File: src/rtl/dmem_ctrl_pkg.sv
// Shared encodings for the data-memory controller: FSM states, access owner, counter widths.
package dmem_ctrl_pkg;

    typedef enum logic [1:0] {
        IDLE   = 2'd0,
        ACCESS = 2'd1,
        WAIT   = 2'd2
    } ctrlState_t;

    typedef enum logic {
        OWN_PIPE = 1'b0,
        OWN_AUX  = 1'b1
    } owner_t;

    localparam int unsigned WAIT_CNT_W = 4;
    localparam int unsigned LAT_CNT_W  = 2;

endpackage

File: src/rtl/dmem_arb_prio.sv
// Pipeline-first arbiter for the data RAM; a wait counter bounds how long aux can be starved.
module dmem_arb_prio #(
    parameter int unsigned MAX_WAIT = 4
) (
    input  logic clk,
    input  logic rst,
    input  logic inIdle,
    input  logic pipeReq,
    input  logic auxValid,
    output logic grantPipe,
    output logic grantAux
);
    import dmem_ctrl_pkg::*;

    localparam logic [WAIT_CNT_W-1:0] MaxWait = WAIT_CNT_W'(MAX_WAIT);

    logic [WAIT_CNT_W-1:0] waitCnt;

    always_comb begin
        grantAux  = inIdle && auxValid && (!pipeReq || waitCnt == MaxWait);
        grantPipe = inIdle && pipeReq && !grantAux;
    end

    // Aux pending but not granted in IDLE means the pipeline just won.
    always_ff @(posedge clk or posedge rst) begin
        if (rst) begin
            waitCnt <= '0;
        end else if (inIdle) begin
            if (!auxValid || grantAux) begin
                waitCnt <= '0;
            end else if (waitCnt != MaxWait) begin
                waitCnt <= waitCnt + 1'b1;
            end
        end
    end

endmodule

File: src/rtl/dmem_ctrl.sv
// Single-port data RAM sequencer shared by the pipeline memory stage and an aux loader port.
module dmem_ctrl #(
    parameter int unsigned ADDR_W   = 32,
    parameter int unsigned DATA_W   = 32,
    parameter int unsigned RD_LAT   = 1,
    parameter int unsigned MAX_WAIT = 4
) (
    input  logic                clk,
    input  logic                rst,
    input  logic                MemReadM,
    input  logic                MemWriteM,
    input  logic [ADDR_W-1:0]   ALU_ResultM,
    input  logic [DATA_W-1:0]   WriteDataM,
    input  logic [DATA_W/8-1:0] ByteEnM,
    output logic                StallM,
    output logic [DATA_W-1:0]   ReadDataM,
    input  logic                aux_valid,
    output logic                aux_ready,
    input  logic                aux_we,
    input  logic [ADDR_W-1:0]   aux_addr,
    input  logic [DATA_W-1:0]   aux_wdata,
    input  logic [DATA_W/8-1:0] aux_be,
    output logic                aux_rvalid,
    output logic [DATA_W-1:0]   aux_rdata,
    output logic                mem_en,
    output logic                mem_we,
    output logic [ADDR_W-1:0]   mem_addr,
    output logic [DATA_W-1:0]   mem_wdata,
    output logic [DATA_W/8-1:0] mem_be,
    input  logic [DATA_W-1:0]   mem_rdata
);
    import dmem_ctrl_pkg::*;

    ctrlState_t            state;
    owner_t                ownerQ;
    logic                  weQ;
    logic [ADDR_W-1:0]     addrQ;
    logic [DATA_W-1:0]     wdataQ;
    logic [DATA_W/8-1:0]   beQ;
    logic [LAT_CNT_W-1:0]  latCnt;
    logic [DATA_W-1:0]     readDataQ;
    logic [DATA_W-1:0]     auxRdataQ;

    logic pipeReq;
    logic finalWait;
    logic pipeDone;
    logic grantPipe;
    logic grantAux;

    dmem_arb_prio #(
        .MAX_WAIT (MAX_WAIT)
    ) uArb (
        .clk       (clk),
        .rst       (rst),
        .inIdle    (state == IDLE),
        .pipeReq   (pipeReq),
        .auxValid  (aux_valid),
        .grantPipe (grantPipe),
        .grantAux  (grantAux)
    );

    always_comb begin
        pipeReq   = MemReadM | MemWriteM;
        finalWait = (state == WAIT) && (latCnt == '0);
        pipeDone  = (ownerQ == OWN_PIPE) && (((state == ACCESS) && weQ) || finalWait);
        // Combinational outputs are forced low while reset is asserted.
        StallM    = !rst && pipeReq && !pipeDone;
        aux_ready = !rst && grantAux;

        mem_en    = (state == ACCESS);
        mem_we    = mem_en && weQ;
        mem_addr  = mem_en ? addrQ  : '0;
        mem_wdata = mem_en ? wdataQ : '0;
        mem_be    = mem_en ? beQ    : '0;

        aux_rvalid = finalWait && (ownerQ == OWN_AUX);
        aux_rdata  = aux_rvalid ? mem_rdata : auxRdataQ;
        ReadDataM  = (finalWait && (ownerQ == OWN_PIPE)) ? mem_rdata : readDataQ;
    end

    always_ff @(posedge clk or posedge rst) begin
        if (rst) begin
            state     <= IDLE;
            ownerQ    <= OWN_PIPE;
            weQ       <= 1'b0;
            addrQ     <= '0;
            wdataQ    <= '0;
            beQ       <= '0;
            latCnt    <= '0;
            readDataQ <= '0;
            auxRdataQ <= '0;
        end else begin
            unique case (state)
                IDLE: begin
                    if (grantAux) begin
                        ownerQ <= OWN_AUX;
                        weQ    <= aux_we;
                        addrQ  <= aux_addr;
                        wdataQ <= aux_wdata;
                        beQ    <= aux_be;
                        state  <= ACCESS;
                    end else if (grantPipe) begin
                        // A simultaneous read+write request is executed as a write.
                        ownerQ <= OWN_PIPE;
                        weQ    <= MemWriteM;
                        addrQ  <= ALU_ResultM;
                        wdataQ <= WriteDataM;
                        beQ    <= ByteEnM;
                        state  <= ACCESS;
                    end
                end
                ACCESS: begin
                    if (weQ) begin
                        state <= IDLE;
                    end else begin
                        latCnt <= LAT_CNT_W'(RD_LAT - 1);
                        state  <= WAIT;
                    end
                end
                WAIT: begin
                    if (latCnt == '0) begin
                        if (ownerQ == OWN_PIPE) begin
                            readDataQ <= mem_rdata;
                        end else begin
                            auxRdataQ <= mem_rdata;
                        end
                        state <= IDLE;
                    end else begin
                        latCnt <= latCnt - 1'b1;
                    end
                end
                default: state <= IDLE;
            endcase
        end
    end

endmodule

File: config.mk
export PLATFORM = sky130hd
export DESIGN_NAME = dmem_ctrl
export DESIGN_NICKNAME = d
export VERILOG_FILES = /design/src/rtl/dmem_ctrl_pkg.sv /design/src/rtl/dmem_arb_prio.sv /design/src/rtl/dmem_ctrl.sv
export SDC_FILE = /design/constraint.sdc
export NUM_CORES = 1
export LEC_CHECK = 0
export CAP_MARGIN = 20
export CORE_MARGIN = 2
export CORE_UTILIZATION = 47
export CTS_CLUSTER_SIZE = 40
export DETAILED_ROUTE_END_ITERATION = 8
export PLACE_DENSITY_LB_ADDON = 0.12
export SYNTH_ARGS = -nofsm -noshare
export SYNTH_HDL_FRONTEND = slang
export SYNTH_SLANG_ARGS = --single-unit
File: constraint.sdc
create_clock -name clk -period 11.99 [get_ports clk]
set_input_delay 2.9975 -clock clk [delete_from_list [all_inputs] [get_ports clk]]
set_output_delay 2.9975 -clock clk [all_outputs]
set_load 0.02 [all_outputs]
==> Yosys cells after proc, flatten, opt, wreduce, memory -nomap -nowiden <==
Cells that the tools add are included.
{ "totals": {"register_bits": 142, "inputBits": 174, "out_inout_bits": 137} }
{ "op_classes": {"add_sub_neg": 2, "n_eq_ne": 8, "muxes": 25, "bitwise": 2, "n_reduce_logical": 31} }
{ "ops": {"columns": ["cell", "n"], "rows": [
  ["$mux 32", 8],
  ["$mux 4", 5],
  ["$logic_and 1x1->1", 12],
  ["$mux 2", 6],
  ["$reduce_and 3->1", 3],
  ["$pmux 2 s3", 1],
  ["$reduce_and 2->1", 3],
  ["$reduce_bool 2->1", 3],
  ["$logic_not 1->1", 5],
  ["$add 4x1->4 const B", 1],
  ["$eq 4x3->1 const B", 1],
  ["$logic_not 2->1", 2],
  ["$mux 1", 4],
  ["$ne 2x2->1 const B", 2],
  ["$ne 4x3->1 const B", 1],
  ["$pmux 2 s2", 1],
  ["$logic_or 1x1->1", 3],
  ["$ne 3x3->1 const B", 1],
  ["$eq 2x1->1 const B", 1],
  ["$eq 2x2->1 const B", 1],
  ["$ne 2x1->1 const B", 1],
  ["$sub 2x1->2 const B", 1],
  ["$not 1->1", 1],
  ["$or 1x1->1", 1]
]} }

==> Logic depth before layout (Yosys ltp) <==
Gate-level depths: netlist (run 1).
{ "depth": {"word_depth": 9, "mapped_depth": 9} }

==> Modules after synthesis <==
From an unflattened synthesis (run 1), not the netlist that was laid out.
{ "hier_totals": {"hier_cells": 644, "hier_area_um2": 7810.0} }
{ "by_module_without_submodules": {"columns": ["mod", "n_inst", "cells_per_inst", "area_each_um2", "seq_area_each_um2"], "rows": [
  ["dmem_ctrl", 1, 616, 7548.5, 3453.3],
  ["dmem_arb_prio", 1, 28, 261.5, 100.1]
]} }

==> Least setup slack after synthesis (run 1) <==
Ideal clock, no wire load.
{ "synth_path": {"kind": "in2out", "from": "in rst", "to": "out aux_ready", "t_arrival_ps": 6546, "setup_slack_ps": 2447, "path_stages": 2, "path_buffers": 0, "path_cell_list": "inv_1 -> and3_1"} }
{ "synth_via": {"elab_chain_len": 2} }
{ "synth_rtl": {"columns": ["element", "line", "source"], "rows": [
  ["start, declared", "dmem_ctrl.sv:9", "input logic rst,"],
  ["$logic_not 1->1 (no line)", null, null],
  ["$logic_and 1x1->1", "dmem_ctrl.sv:68", "aux_ready = !rst && grantAux;"],
  ["end, declared", "dmem_ctrl.sv:18", "output logic aux_ready,"]
]} }
No other way between the ends.

==> Worst setup path after layout (run 1) <==
{ "layout_path": {"from": "in MemWriteM", "to": "out aux_ready"} }
{ "layout_via": {"elab_chain_len": 5} }
{ "layout_rtl": {"columns": ["element", "line", "source"], "rows": [
  ["start, declared", "dmem_ctrl.sv:11", "input logic MemWriteM,"],
  ["$or 1x1->1", "dmem_ctrl.sv:63", "pipeReq = MemReadM | MemWriteM;"],
  ["$logic_not 1->1", "dmem_arb_prio.sv:20", "grantAux = inIdle && auxValid && (!pipeReq || waitCnt == MaxWait);"],
  ["$logic_or 1x1->1", "dmem_arb_prio.sv:20", null],
  ["$logic_and 1x1->1", "dmem_arb_prio.sv:20", null],
  ["$logic_and 1x1->1", "dmem_ctrl.sv:68", null]
]} }
No other way between the ends.

==> flow_metrics.py, run 1 <==
metrics = {
    "floorplan": {
        "fp-row-count": 50,
        "start_util_pct": 47.5,
        "die_h_um": 141,
        "ioPinCount": 311,
        "coreArea_um2": 18500,
        "die_w_um": 141,
        "dieArea_um2": 19800,
    },
    "setup_path": {
        "cp.arrival_ns": 5.16,
        "cp-end-kind": "output port",
        "start_kind": "input pin",
        "critical_path_required_ns": 8.99,
        "r2r_cells": 6,
        "setup.worst_path.class": "input pin to output port",
        "timing.critical_path.fanout_max": 9,
    },
    "cts": {
        "numClockSinks": 142,
        "cts_hold_buf": 0,
        "cts_buffers": 17,
        "cts_buffer_depth": 2,
        "cts_tree": "yes",
        "postCtsResizedCells": 0,
        "cts-root-buf": "clkbuf_16",
        "htreeDepth": 4,
        "cts_setup_buffers": 0,
        "path_clk_slew_ns": 0.07,
        "clock_latency_ns": 0.42,
    },
    "synth": {
        "ys_dominant_reg_cell": "dfrtp_1",
        "synth_area_leaders": "dfrtp_1, mux2_2, a2111oi_2",
        "yosys.area.top_type": "dfrtp_1",
        "syn_nets": 1009,
        "synth_area_um2": 8790,
        "synth.ff_latch_count": 142,
        "synth-edff-count": 0,
        "synth_cells": 828,
        "ys_seq_area_share_pct": 40.4,
        "synth_top_area_share_pct": 40.4,
        "yosys_warnings": 0,
        "yosysUniqueCellTypes": 43,
        "avgSynthCellArea_um2": 10.6,
        "synthArstFlopShare_pct": 100,
    },
    "power": {
        "powerDensity_nw_per_um2": 268,
        "power.share.switching_pct": 40.1,
        "p_switching_w": 0.00133,
        "seq_power_share_pct": 25.2,
        "internal-power_w": 0.00199,
        "p_comb_share_pct": 58.1,
        "p_clk_share_pct": 16.6,
        "vdd_drop_max_mv": 0.177,
        "power.leakage_nw": 4.71,
    },
    "cells_and_area": {
        "diodes": 0,
        "layout_commonest_cell": "clkdlybuf4s50_1",
        "drive_above_1_share_pct": 23.2,
        "final_nets": 1269,
        "multiInputGateArea_um2": 4730,
        "seq_area_um2": 3550,
        "syn_to_final_growth_pct": 41.5,
        "final_area_um2": 12400,
        "final_cell_mix": "clkdlybuf4s50_1, dfrtp_1, mux2_2, nor3_1, nor2_1",
        "fillers": 1485,
    },
    "route": {
        "drc": 0,
        "avgViaCountPerCell": 5.79,
        "wirelength_um": 26400,
        "ant_nets": 0,
        "drtPass1Iterations": 4,
        "wl_per_cell_um": 19.8,
        "vias": 7728,
        "drt_iter0_drc": 488,
    },
    "sta": {
        "period_share_pct": 68.0,
        "fmax_mhz": 123,
        "relSlewSlack_pct": 32.1,
        "slew_violations": 0,
        "tightest_slew_ns": 1.02,
        "tns_ns": 0,
        "finalSetupViolCount": 0,
        "rsz0062_at_grt": "false",
        "final.min_clock_period_ns": 8.16,
        "skew_ns": 0.0108,
        "finalHoldViolCount": 0,
        "setup_slack_ns": 3.83,
    },
    "global_routing": {
        "track_usage_pct": 25.9,
        "first_global_vias": 7724,
        "antenna_found_initial": 0,
        "grt_pass1_wl_um": 40800,
        "grt_max_degree": 80,
        "overflow": 0,
    },
    "min_path": {
        "hp-class": "flop to flop",
        "whs_path_depth": 1,
    },
    "placed_design": {
        "io_buffers": 310,
        "place_ws_ns": 3.85,
        "dp_hpwl_um": 17400,
        "gp_congestion": 0.859,
        "placed_area_um2": 11800,
    },
    "run_status": {
        "outcome": "completed",
    },
    "flow_run": {
        "cap_violations": 0,
    },
}
-- worst paths after layout --
path / start / to / slack (ns)
worst min-delay path: auxRdataQ[5] / auxRdataQ[5] / 0.50
min in group asynchronous: rst / auxRdataQ[30] / 3.10
worst max register to register: state[0] / addrQ[16] / 9.28
worst max-delay path: MemWriteM / aux_ready / 3.83
worst min register to register: auxRdataQ[5] / auxRdataQ[5] / 0.50
max in group asynchronous: rst / beQ[1] / 7.50
-- routing by layer --
metal | part of all wire (%) | GRT usage [%] | vias to the layer above
met5 | 0 | 0 | -
met4 | 2.2 | 8.58 | 0
met3 | 8.2 | 8.53 | 40
met2 | 48 | 42.8 | 291
met1 | 42 | 32.1 | 3788
li1 | - | - | 3609
-- worst max-delay path: stages --
cell	delay (ns)
clkdlybuf4s50_1	0.60
or3b_2	0.59
nand2_1	0.18
and3_1	0.19
clkdlybuf4s50_1	0.60
-- cell usage after synthesis (2+ instances only) --
master,instances
a2111oi_0,2
a2111oi_2,60
a21oi_1,3
a221oi_1,6
a22o_1,3
a22oi_1,2
a41oi_1,2
and2_1,69
buf_2,43
buf_4,2
buf_6,16
clkbuf_1,21
dfrtp_1,142
ha_1,7
inv_1,13
mux2_2,128
mux2i_1,3
nand2_1,5
nand2b_1,3
nand3_1,3
nand3b_1,2
nor2_1,70
nor2b_1,13
nor3_1,126
o21ai_0,3
o22ai_1,55
o22ai_2,9
o31ai_1,2
-- area by class of cell --
type                    count  area share, %
multi-input cells         591           38.0
flip-flops and latches    142           28.6
repair buffers            323           25.7
clock buffers              18           3.45
well taps                 234           2.35
clock inverters            14           1.45
inverters                  13          0.433
-- state kept, by name (all words and copies together) (netlist names) --
| register | count |
|---|---|
| wdataQ | 32 |
| beQ | 4 |
| readDataQ | 32 |
| auxRdataQ | 32 |
| weQ | 1 |
| state | 2 |
| ownerQ | 1 |
| latCnt | 2 |
| addrQ | 32 |
| uArb.waitCnt | 4 |
-- kinds of logic (layout without fill, tap and decap cells) --
family	count (synthesis)	count (layout)	synth area share [%]
flops	142	142	40.4
mux	131	131	16.7
simple gates	300	300	17.6
fa+ha+maj	7	7	0.996
compound gates	153	153	18.1
buf+inv	95	368	6.12
-- power by group through the flow --
stage	combinational, W	sequential (W)	clock [W]
final	0.00194	0.000839	0.000554
after global routing	0.00207	0.000866	0.000586
after CTS	0.00195	0.000837	0.000563
after detailed placement	0.00195	0.000842	0
after global placement	0.00193	0.000834	0
after floorplan	0.00123	0.000805	0
-- metrics by stage --
step / power [W] / instances / util [%] / hold WS, ns
floorplan: 0.00204 / 828 / - / 0.474
global placement: 0.00276 / 1303 / 63.9 / 0.482
detailed placement: 0.00279 / 1303 / 63.9 / 0.487
CTS: 0.00335 / 1335 / 67.2 / 0.502
global route: 0.00352 / 1335 / 67.2 / 0.510
finish: 0.00333 / 1335 / 67.2 / 0.500
Note: power is estimated with default switching activity, not from simulation.
==> run 2: changes to the inputs <==
--- a/config.mk
+++ b/config.mk
@@ -7,7 +7,7 @@
 export LEC_CHECK = 0
 export CAP_MARGIN = 20
 export CORE_MARGIN = 2
-export CORE_UTILIZATION = 47
+export CORE_UTILIZATION = 46
 export CTS_CLUSTER_SIZE = 40
 export DETAILED_ROUTE_END_ITERATION = 8
 export PLACE_DENSITY_LB_ADDON = 0.12
==> constraint.sdc (replaced) <==
create_clock -name clk -period 8.49 [get_ports clk]
set_input_delay 2.1225 -clock clk [delete_from_list [all_inputs] [get_ports clk]]
set_output_delay 2.1225 -clock clk [all_outputs]
set_load 0.02 [all_outputs]
==> flow_metrics.py, run 2 (synthesis results as in run 1) <==
metrics = {
    "global_routing": {
        "track_usage_pct": 26.1,
        "first_global_vias": 7673,
        "grt_pass1_wl_um": 41600,
        "antenna_found_initial": 0,
        "overflow": 0,
        "grt_max_degree": 81,
    },
    "flow_run": {
        "cap_violations": 0,
    },
    "setup_path": {
        "r2r_cells": 7,
        "crit_chain": "clkdlybuf4s50_1, or3b_2, nand2_1, and3_1, clkdlybuf4s50_1",
        "cp.arrival_ns": 4.27,
        "setup.worst_path.class": "input pin to output port",
        "worstReg2RegStart": "state[0]",
        "start_kind": "input pin",
        "r2r_end": "addrQ[16]",
        "timing.critical_path.fanout_max": 9,
        "critical_path_buf_inv_count": 2,
        "crit_slowest_cell": "clkdlybuf4s50_1",
        "cp-end-kind": "output port",
        "slowest_delay_ns": 0.61,
        "cpLargestDelayFamily": "buffers and inverters",
        "r2r_setup_slack_ns": 4.83,
        "path_common_cell": "clkdlybuf4s50_1",
        "critical_path_required_ns": 6.37,
    },
    "placed_design": {
        "dp_hpwl_um": 17300,
        "gp_congestion": 0.836,
        "place_ws_ns": 2.11,
        "placed_area_um2": 11800,
        "io_buffers": 310,
    },
    "sta": {
        "fmax_mhz": 157,
        "final.min_clock_period_ns": 6.39,
        "period_share_pct": 75.2,
        "finalSetupViolCount": 0,
        "skew_ns": 0.0112,
        "tightest_slew_ns": 1.03,
        "setup_slack_ns": 2.10,
        "finalHoldViolCount": 0,
        "slew_violations": 0,
        "rsz0062_at_grt": "false",
        "tns_ns": 0,
        "relSlewSlack_pct": 31.0,
    },
    "route": {
        "drt_iter0_drc": 458,
        "drc": 0,
        "wl_per_cell_um": 20.1,
        "drtPass1Iterations": 4,
        "vias": 7758,
        "ant_nets": 0,
        "wirelength_um": 26800,
        "avgViaCountPerCell": 5.82,
    },
    "floorplan": {
        "die_w_um": 142,
        "fp-row-count": 50,
        "die_h_um": 142,
        "coreArea_um2": 18700,
        "dieArea_um2": 20200,
        "ioPinCount": 311,
        "start_util_pct": 47.0,
    },
    "cts": {
        "clock_latency_ns": 0.43,
        "cts_buffers": 17,
        "numClockSinks": 142,
        "path_clk_slew_ns": 0.07,
        "htreeDepth": 4,
        "cts_setup_buffers": 0,
        "cts-root-buf": "clkbuf_16",
        "cts_hold_buf": 0,
        "cts_buffer_depth": 2,
        "cts_tree": "yes",
        "postCtsResizedCells": 0,
    },
    "power": {
        "powerDensity_nw_per_um2": 378,
        "power.leakage_nw": 4.70,
        "vdd_drop_max_mv": 0.173,
    },
    "cells_and_area": {
        "drive_above_1_share_pct": 23.2,
        "fillers": 1480,
        "final_cell_mix": "clkdlybuf4s50_1, dfrtp_1, mux2_2, nor3_1, nor2_1",
        "final_area_um2": 12400,
        "syn_to_final_growth_pct": 41.3,
        "layout_commonest_cell": "clkdlybuf4s50_1",
        "final_nets": 1268,
        "diodes": 0,
    },
    "min_path": {
        "hold_end": "auxRdataQ[30]",
        "whs_path_depth": 1,
        "hp-class": "flop to flop",
        "min_from": "auxRdataQ[30]",
    },
    "run_status": {
        "outcome": "completed",
    },
}
## run 2: cell types whose count changed in the layout (fill, tap and decap cells not counted)
cell        change
clkbuf_1        -1
clkinvlp_4      +1
inv_8           +1
inv_6           +1
buf_4           -1
bufinv_16       -1
clkinv_2        -1
## run 2: final cells by class
type | count | area (um2) | area share (%)
repair buffers | 322 | 3190 | 25.7
well taps | 234 | 293 | 2.36
flip-flops and latches | 142 | 3550 | 28.6
multi-input cells | 591 | 4730 | 38.1
inverters | 13 | 53.8 | 0.433
clock buffers | 17 | 425 | 3.42
clock inverters | 15 | 173 | 1.39
## run 2: how the worst max path moves through the flow
stage,from,end,cells past startpoint
2_1_floorplan,rst,aux_ready,2
5_1_grt,MemWriteM,aux_ready,5
6_report,MemWriteM,aux_ready,5
3_3_place_gp,MemWriteM,aux_ready,5
3_5_place_dp,MemWriteM,aux_ready,5
4_1_cts,MemWriteM,aux_ready,5
## run 2: report_power, final
part,switching (W),total [W],internal [W]
Clock,0.000326,0.000768,0.000443
Sequential,0.000165,0.00119,0.00102
Combinational,0.00142,0.00274,0.00132
Total,0.00191,0.00469,0.00278
## run 2: metal layers
layer  vias to the layer above  global-route usage [%]  routed length (um)
met5                         -                       0                   0
met2                       313                    40.8               12300
met4                         0                    9.05                 701
met1                      3782                    33.8               11400
li1                       3619                       -                   -
met3                        44                    8.78                2430
## run 2: per-stage QoR
step / util [%] / hold slack (ns) / std cells / total power (W)
floorplan: - / 0.474 / 828 / 0.00288
global placement: 63.2 / 0.481 / 1302 / 0.00389
detailed placement: 63.2 / 0.487 / 1302 / 0.00393
CTS: 66.4 / 0.504 / 1334 / 0.00472
global route: 66.4 / 0.511 / 1334 / 0.00496
finish: 66.4 / 0.502 / 1334 / 0.00469
